<file path="config.mk">
export PLATFORM = sky130hd
export DESIGN_NAME = mc_control_fsm
export DESIGN_NICKNAME = d
export VERILOG_FILES = /design/src/rtl/mc_control_fsm.sv
export SDC_FILE = /design/constraint.sdc
export NUM_CORES = 1
export LEC_CHECK = 0
export ABC_AREA = 1
export BUFFER_PORTS_ARGS = -buffer_cell sky130_fd_sc_hd__buf_2
export CAP_MARGIN = 20
export CORE_AREA = 2 2 113 115
export CTS_CLUSTER_DIAMETER = 150
export DETAILED_ROUTE_END_ITERATION = 10
export DIE_AREA = 0 0 115 117
export PLACE_DENSITY = 0.69
export SKIP_CTS_REPAIR_TIMING = 1
export SYNTH_ARGS = -nofsm -noshare
export SYNTH_HDL_FRONTEND = slang
export SYNTH_SLANG_ARGS = --single-unit
</file>
<file path="constraint.sdc">
create_clock -name clk -period 2.2 [get_ports clk]
set_input_delay 0 -clock clk [delete_from_list [all_inputs] [get_ports clk]]
set_output_delay 0 -clock clk [all_outputs]
set_load 0.005 [all_outputs]
</file>
<file path="src/rtl/mc_control_fsm.sv">
// rtl/mc_control_fsm.sv - multi-cycle MIPS control unit with memory handshake, traps and counters
//
// Ports:
//   clk, rst          rising-edge clock, asynchronous active-low reset
//   opcode, funcode   IR[31:26] and IR[5:0]
//   equal             ALU zero flag (drives pcEn in BRANCH)
//   memAck            memory completed the current request this cycle
//   memReq..signExtSignal  datapath strobes and mux selects
//   busErr, illegalOp sticky trap flags (memory timeout, unsupported instruction)
//   cycleCnt, instRet cycles since reset and retired instructions, CNT_W bits, wrapping
module mc_control_fsm #(
    parameter int CNT_W   = 32,
    parameter int TIMEOUT = 16
) (
    input  logic             clk,
    input  logic             rst,
    input  logic [5:0]       opcode,
    input  logic [5:0]       funcode,
    input  logic             equal,
    input  logic             memAck,
    output logic             memReq,
    output logic             memWrite,
    output logic             iorD,
    output logic             irWrite,
    output logic             pcEn,
    output logic [1:0]       pcSrc,
    output logic             regWrite,
    output logic             waControl,
    output logic             wdControl,
    output logic             aluSrcA,
    output logic [1:0]       aluSrcB,
    output logic [2:0]       aluControl,
    output logic             signExtSignal,
    output logic             busErr,
    output logic             illegalOp,
    output logic [CNT_W-1:0] cycleCnt,
    output logic [CNT_W-1:0] instRet
);

    localparam logic [5:0] OP_RTYPE = 6'h00;
    localparam logic [5:0] OP_LW    = 6'h23;
    localparam logic [5:0] OP_SW    = 6'h2B;
    localparam logic [5:0] OP_BEQ   = 6'h04;
    localparam logic [5:0] OP_J     = 6'h02;
    localparam logic [5:0] OP_ADDI  = 6'h08;
    localparam logic [5:0] OP_ORI   = 6'h0D;
    localparam int         WAIT_W   = $clog2(TIMEOUT + 1);

    typedef enum logic [3:0] {
        S_FETCH, S_DECODE, S_EXEC, S_ALUWB, S_IMMEX, S_IMMWB, S_MEMADDR,
        S_MEMREAD, S_MEMWB, S_MEMWR, S_BRANCH, S_JUMP, S_ERROR
    } state_t;

    state_t             r_state;
    state_t             w_next;
    logic [WAIT_W-1:0]  r_wait;
    logic [CNT_W-1:0]   r_cycle_cnt;
    logic [CNT_W-1:0]   r_inst_ret;
    logic               r_bus_err;
    logic               r_illegal_op;
    logic               w_mem_state;
    logic               w_timeout;
    logic               w_funct_ok;
    logic               w_op_illegal;
    logic               w_retire;
    logic [2:0]         w_funct_alu;

    always_comb begin
        w_funct_ok  = 1'b1;
        w_funct_alu = 3'b000;
        case (funcode)
            6'h20:   w_funct_alu = 3'b000;
            6'h22:   w_funct_alu = 3'b001;
            6'h24:   w_funct_alu = 3'b010;
            6'h25:   w_funct_alu = 3'b011;
            6'h2A:   w_funct_alu = 3'b100;
            default: w_funct_ok  = 1'b0;
        endcase
    end

    always_comb begin
        case (opcode)
            OP_RTYPE:                                     w_op_illegal = !w_funct_ok;
            OP_LW, OP_SW, OP_BEQ, OP_J, OP_ADDI, OP_ORI:  w_op_illegal = 1'b0;
            default:                                      w_op_illegal = 1'b1;
        endcase
    end

    assign w_mem_state = (r_state == S_FETCH) || (r_state == S_MEMREAD) || (r_state == S_MEMWR);
    // r_wait holds the number of cycles already spent waiting, so the
    // TIMEOUT-th request cycle sees TIMEOUT-1; an ack on that cycle still wins.
    assign w_timeout   = w_mem_state && !memAck && (r_wait == WAIT_W'(TIMEOUT - 1));
    assign w_retire    = (r_state == S_ALUWB) || (r_state == S_IMMWB) || (r_state == S_MEMWB) ||
                         (r_state == S_BRANCH) || (r_state == S_JUMP) ||
                         ((r_state == S_MEMWR) && memAck);

    always_ff @(posedge clk or negedge rst) begin
        if (!rst) begin
            r_state <= S_FETCH;
        end else begin
            r_state <= w_next;
        end
    end

    always_comb begin
        w_next = r_state;
        case (r_state)
            S_FETCH:   w_next = memAck ? S_DECODE : (w_timeout ? S_ERROR : S_FETCH);
            S_DECODE: begin
                if (w_op_illegal) begin
                    w_next = S_ERROR;
                end else begin
                    case (opcode)
                        OP_RTYPE:       w_next = S_EXEC;
                        OP_LW, OP_SW:   w_next = S_MEMADDR;
                        OP_BEQ:         w_next = S_BRANCH;
                        OP_J:           w_next = S_JUMP;
                        default:        w_next = S_IMMEX;
                    endcase
                end
            end
            S_EXEC:    w_next = S_ALUWB;
            S_IMMEX:   w_next = S_IMMWB;
            S_MEMADDR: w_next = (opcode == OP_SW) ? S_MEMWR : S_MEMREAD;
            S_MEMREAD: w_next = memAck ? S_MEMWB : (w_timeout ? S_ERROR : S_MEMREAD);
            S_MEMWR:   w_next = memAck ? S_FETCH : (w_timeout ? S_ERROR : S_MEMWR);
            S_ERROR:   w_next = S_ERROR;
            default:   w_next = S_FETCH;
        endcase
    end

    always_comb begin
        memReq        = 1'b0;
        memWrite      = 1'b0;
        iorD          = 1'b0;
        irWrite       = 1'b0;
        pcEn          = 1'b0;
        pcSrc         = 2'b00;
        regWrite      = 1'b0;
        waControl     = 1'b0;
        wdControl     = 1'b0;
        aluSrcA       = 1'b0;
        aluSrcB       = 2'b00;
        aluControl    = 3'b000;
        signExtSignal = 1'b0;
        // Strobes are gated by rst so the datapath sees nothing while in reset.
        if (rst) begin
            case (r_state)
                S_FETCH: begin
                    memReq  = 1'b1;
                    aluSrcB = 2'b01;
                    irWrite = memAck;
                    pcEn    = memAck;
                end
                S_DECODE: begin
                    aluSrcB       = 2'b11;
                    signExtSignal = 1'b1;
                end
                S_EXEC: begin
                    aluSrcA    = 1'b1;
                    aluControl = w_funct_alu;
                end
                S_ALUWB: begin
                    regWrite  = 1'b1;
                    waControl = 1'b1;
                end
                S_IMMEX: begin
                    aluSrcA = 1'b1;
                    aluSrcB = 2'b10;
                    if (opcode == OP_ORI) begin
                        aluControl = 3'b011;
                    end else begin
                        signExtSignal = 1'b1;
                    end
                end
                S_IMMWB:   regWrite = 1'b1;
                S_MEMADDR: begin
                    aluSrcA       = 1'b1;
                    aluSrcB       = 2'b10;
                    signExtSignal = 1'b1;
                end
                S_MEMREAD: begin
                    memReq = 1'b1;
                    iorD   = 1'b1;
                end
                S_MEMWB: begin
                    regWrite  = 1'b1;
                    wdControl = 1'b1;
                end
                S_MEMWR: begin
                    memReq   = 1'b1;
                    memWrite = 1'b1;
                    iorD     = 1'b1;
                end
                S_BRANCH: begin
                    aluSrcA    = 1'b1;
                    aluControl = 3'b001;
                    pcSrc      = 2'b01;
                    pcEn       = equal;
                end
                S_JUMP: begin
                    pcSrc = 2'b10;
                    pcEn  = 1'b1;
                end
                default: ;
            endcase
        end
    end

    always_ff @(posedge clk or negedge rst) begin
        if (!rst) begin
            r_wait       <= '0;
            r_cycle_cnt  <= '0;
            r_inst_ret   <= '0;
            r_bus_err    <= 1'b0;
            r_illegal_op <= 1'b0;
        end else begin
            // Any state change restarts the wait count, so each new request starts at zero.
            if (w_next != r_state) begin
                r_wait <= '0;
            end else if (w_mem_state) begin
                r_wait <= r_wait + 1'b1;
            end
            if (r_state != S_ERROR) begin
                r_cycle_cnt <= r_cycle_cnt + 1'b1;
            end
            if (w_retire) begin
                r_inst_ret <= r_inst_ret + 1'b1;
            end
            if (w_timeout) begin
                r_bus_err <= 1'b1;
            end
            if ((r_state == S_DECODE) && w_op_illegal) begin
                r_illegal_op <= 1'b1;
            end
        end
    end

    assign busErr    = r_bus_err;
    assign illegalOp = r_illegal_op;
    assign cycleCnt  = r_cycle_cnt;
    assign instRet   = r_inst_ret;

endmodule

</file>
==> metrics.txt, run 1 <==
post-place setup slack 0.3004 ns; H-tree Lvls 3; most common cell after layout, fill and taps aside nand2_1; number of global-route vias before repair 4,133; final non-filler cell total 893; CTS sink cnt 75; Die ar. 13,460 um2; kind of critical path flip-flop to flip-flop; Mapped Avg Cell Area 7.547 um2; # IOs 99; Root Driver clkbuf_16; pwr/cell area 883.4 nW/um2; die height 117 um; n_diodes 0; initial antenna violation count 0; R2R cell count 9; nets 758; Routed wire per std cell 12.96 um; largest net degree at the start of global routing 65; worst skew pair latency 0.33 ns; most used cell, CP inv_2; ANT nets after route 0; fin worst setup slack 0.2490 ns; share of cells above drive strength 1 0.2127; setup_tns 0 ns; outcome finished, final reports clean; Syn Std Cell Area 4755 um2; Worst R2R End instRet[20]$_DFFE_PN0P_; CP Max Fanout 28; Seq/Total Area, Yosys 0.3947; P&R area growth vs syn 22.16%; core area 12,310 um2; worst vdd ir 0.3653 mV; LEAKAGE 0.002977 uW; vias per std cell 4.867; Layout Skew 0.008107 ns; Crit path largest cell delay 0.50 ns; most frequent cells in the layout nand2_1, buf_2, inv_1; Yosys cell types 37; highest clock rate 0.5126 GHz; Mapped Nets 650; worst-case clock buffer depth 2; Reg clk slew, reported paths 0.06 ns; unrepaired setup endpoints after global routing no; Final Hold Fails 0; total of max-cap violations 0; Placer Congestion 0.9072; CTS buffer count 9; chip width 115 um; Final Max Slew Viols 0; first drt pass iteration count 4; Synth Warn # 0; DR DRC count 0; Mapped Cells 630; Initial Util 0.3862; dpl cells 876; reg2reg setup slack 0.25 ns; CP cell instances inv_2, nor2_4, nand2_4, o21ai_2, inv_2, nand2_8, inv_1, nor2_1, xor2_1; Worst setup SP type flip-flop; gr usage total 0.1812; crit path from r_state[3]$_DFF_PN0_; # rows 41; worst r2r src r_state[3]$_DFF_PN0_; post-synthesis register bit count 75; vias 4,346; fraction of the cycle the final worst path needs 0.8868; DP HPWL 8887 um; Crit. End Element flip-flop; Slew headroom 0.7084; gr ovfl total 0; Worst Setup EP instRet[20]$_DFFE_PN0P_; CTS tree yes; CP arrival 2.21 ns; crit path time final 1.951 ns; # setup viols final 0; slowest CP cell dfrtp_1; final WL 11,570 um; global-route wire length before repair 19,530 um; critical path data required time 2.46 ns; Iter 0 DRT Violations 286; input/output buffers 98; Worst Tran Pin Value 0.4333 ns; HP Class input port to async pin
## routing by layer
metal	GRT usage	wire length, um	vias to the layer above
li1	-	-	2233
met1	0.2447	5437	2007
met2	0.2969	5508	92
met3	0.03347	445	14
met4	0.05703	179	0
met5	0	0	-
## logic make-up (layout without fill, tap and decap cells)
kind of cell,count (synthesis),in the layout,synth area share
multiplexers,1,1,0.002105
flip-flops,75,75,0.3947
XOR/XNOR,65,65,0.1197
AND/OR/NAND/NOR,363,363,0.3653
AO/OA/AOI/OAI,27,27,0.03185
adder cells (fa/ha/maj),4,4,0.01053
buffers and inverters,95,208,0.07579
## area by class of cell
type,count,area (um2)
inverter,90,337.8
fill,1240,6504
tap,150,187.7
sequential,75,1877
multi-input combinational,460,2517
clock buffer,10,239.0
timing repair buffer,102,538.0
clock inverter,6,111.4
## stage by stage
stage | utilization | hold slack (ns) | power, uW | instance area (um2)
finish | 0.4717 | 0.08107 | 5131 | 5808
global route | 0.4717 | 0.09502 | 5453 | 5808
CTS | 0.4709 | -0.4665 | 5183 | 5798
detailed placement | 0.4425 | -0.1048 | 3422 | 5448
global placement | 0.4425 | -0.1104 | 3410 | 5448
floorplan | - | -0.2956 | 2910 | 4755
## worst max-delay path, delay by kind of cell (launching register included)
| family | cells | cell delay [ns] |
|---|---|---|
| AO/OA/AOI/OAI | 1 | 0.13 |
| XOR/XNOR | 1 | 0.15 |
| buffers and inverters | 3 | 0.43 |
| flip-flops | 1 | 0.50 |
| AND/OR/NAND/NOR | 4 | 0.64 |
## worst min-delay path by stage
| stage | cells past startpoint | endpoint |
|---|---|---|
| detailed placement | 1 | r_state[1]$_DFF_PN0_ |
| floorplan | 0 | busErr$_DFFE_PN0P_ |
| global placement | 1 | r_state[1]$_DFF_PN0_ |
| CTS | 1 | r_state[1]$_DFF_PN0_ |
| global route | 2 | r_state[1]$_DFF_PN0_ |
| finish | 2 | r_state[1]$_DFF_PN0_ |
## where the power goes
| part | leakage (uW) | switching (uW) | internal, uW |
|---|---|---|---|
| logic | 0.00182 | 1030 | 542 |
| registers | 0.000990 | 250 | 1570 |
| clock network | 0.000169 | 592 | 1140 |
## state kept, by name (all words and copies together), names as in the netlist
name       cells
r_wait         5
instRet       32
cycleCnt      32
busErr         1
r_state        4
illegalOp      1
## Yosys cell counts (all sizes together)
| cell | n | area share |
|---|---|---|
| clkbuf | 2 | 0.0016 |
| dfrtp | 75 | 0.39 |
| inv | 89 | 0.070 |
| nand3b | 1 | 0.0016 |
| o2111ai | 2 | 0.0037 |
| nand2 | 161 | 0.14 |
| o22ai | 1 | 0.0013 |
| buf | 3 | 0.0032 |
| mux2i | 1 | 0.0021 |
| xor2 | 46 | 0.085 |
| a21oi | 4 | 0.0042 |
| nand4 | 24 | 0.035 |
| or2 | 3 | 0.0045 |
| nor4 | 8 | 0.011 |
| o21ai | 17 | 0.019 |
| xnor2 | 19 | 0.035 |
| clkinv | 1 | 0.00079 |
| nand3 | 46 | 0.061 |
| nor3 | 30 | 0.037 |
| a31oi | 3 | 0.0039 |
| nor2 | 89 | 0.080 |
| ha | 4 | 0.011 |
| and3 | 1 | 0.0013 |
No activity file was read; power rests on OpenSTA's default activity.
==> run 2, diff against run 1 <==
--- a/config.mk
+++ b/config.mk
@@ -12,6 +12,7 @@
 export CTS_CLUSTER_DIAMETER = 150
 export DETAILED_ROUTE_END_ITERATION = 10
 export DIE_AREA = 0 0 115 117
+export MAX_ROUTING_LAYER = met4
 export PLACE_DENSITY = 0.69
 export SKIP_CTS_REPAIR_TIMING = 1
 export SYNTH_ARGS = -nofsm -noshare
==> metrics.txt, run 2 (synthesis gave the netlist of run 1 again) <==
outcome finished, final reports clean; Placer Congestion 0.9229; Worst Tran Pin Value 0.4334 ns; DP HPWL 8887 um; Worst setup SP type flip-flop; # rows 41; slowest CP cell dfrtp_1; Buf/Inv on CP 3; vias per std cell 4.866; fillers 1,240; storage element area 1877 um2; most common cell after layout, fill and taps aside nand2_1; gr ovfl total 0; H-tree Lvls 3; total of max-cap violations 0; worst-case clock buffer depth 2; chip width 115 um; # IOs 99; P&R area growth vs syn 22.16%; most used cell, CP inv_2; pwr/cell area 884.6 nW/um2; Reg clk slew, reported paths 0.06 ns; post-place setup slack 0.3004 ns; Total Power 5138 uW; gr usage total 0.1867; Slew headroom 0.7084; worst vdd ir 0.3660 mV; HP Class input port to async pin; critical path data required time 2.46 ns; largest net degree at the start of global routing 65; Crit path largest cell delay 0.50 ns; Design Area, Final 5808 um2; Routed wire per std cell 13.02 um; input/output buffers 98; ANT nets after route 0; crit path time final 1.952 ns; reg2reg setup slack 0.25 ns; n_diodes 0; DR DRC count 0; global-route wire length before repair 19,530 um; unrepaired setup endpoints after global routing no; number of global-route vias before repair 4,140; setup_tns 0 ns; LEAKAGE 0.002977 uW; CP cell instances inv_2, nor2_4, nand2_4, o21ai_2, inv_2, nand2_8, inv_1, nor2_1, xor2_1; CP Max Fanout 28; Root Driver clkbuf_16; multi-input combinational cell area 2517 um2; CP arrival 2.21 ns; Initial Util 0.3862; highest clock rate 0.5123 GHz; R2R cell count 9; Final Max Slew Viols 0; final WL 11,630 um; # setup viols final 0; initial antenna violation count 0; Layout Skew 0.007120 ns; share of cells above drive strength 1 0.2127; nets 758; kind of critical path flip-flop to flip-flop; worst r2r src r_state[3]$_DFF_PN0_; fin worst setup slack 0.2481 ns; most frequent cells in the layout nand2_1, buf_2, inv_1; vias 4,345; die height 117 um; hold_ws 0.07977 ns; Worst R2R End instRet[20]$_DFFE_PN0P_; CTS tree yes; first drt pass iteration count 4; Crit. End Element flip-flop; Iter 0 DRT Violations 318; core area 12,310 um2; worst skew pair latency 0.33 ns; Final Hold Fails 0; CTS sink cnt 75; Die ar. 13,460 um2; Placed Instance Area 5448 um2; CTS buffer count 9; fraction of the cycle the final worst path needs 0.8872; cell family with most CP delay simple AND/OR/NAND/NOR gates
run 2: cell counts in the layout (fill, tap and decap cells not counted):
Identical to the previous run, type by type.
run 2: worst max-delay path by stage:
stage	from	end	depth (start not counted)
after floorplan	r_wait[0]$_DFFE_PN0P_	r_wait[0]$_DFFE_PN0P_	9
after global placement	r_state[3]$_DFF_PN0_	instRet[20]$_DFFE_PN0P_	9
after detailed placement	r_state[3]$_DFF_PN0_	instRet[20]$_DFFE_PN0P_	9
after CTS	r_state[3]$_DFF_PN0_	instRet[20]$_DFFE_PN0P_	9
after global routing	r_state[3]$_DFF_PN0_	instRet[20]$_DFFE_PN0P_	9
final	r_state[3]$_DFF_PN0_	instRet[20]$_DFFE_PN0P_	9
run 2: layout make-up:
class,instances,area share
clock buffers,10,0.04115
clock inverters,6,0.01917
inverters,90,0.05816
multi-input cells,460,0.4334
flip-flops and latches,75,0.3231
well taps,150,0.03231
repair buffers,102,0.09263
run 2: power by group:
group	total [uW]	switching (uW)	internal [uW]	leakage, uW
combinational	1580	1040	542	0.00182
clock	1740	594	1140	0.000169
sequential	1820	251	1570	0.000990
run 2: through the flow:
| stage | utilization | std cells |
|---|---|---|
| after CTS | 0.4709 | 892 |
| final | 0.4717 | 893 |
| after detailed placement | 0.4425 | 876 |
| after global routing | 0.4717 | 893 |
| after floorplan | - | 630 |
| after global placement | 0.4425 | 876 |
run 2: routing by layer:
metal	share of wire	wire, um	up-vias	global-route usage
li1	-	-	2231	-
met1	0.47	5519	2007	0.2470
met2	0.47	5489	90	0.2965
met3	0.036	417	17	0.03038
met4	0.017	199	0	0.05703
met5	0	0	-	-
run 2: worst register-to-register path, cell delays in order (launching register included):
cell and delay (ns):
dfrtp_1 0.50, inv_2 0.12, nor2_4 0.18, nand2_4 0.11, o21ai_2 0.13, inv_2 0.07, nand2_8 0.17, inv_1 0.26
nor2_1 0.19, xor2_1 0.15
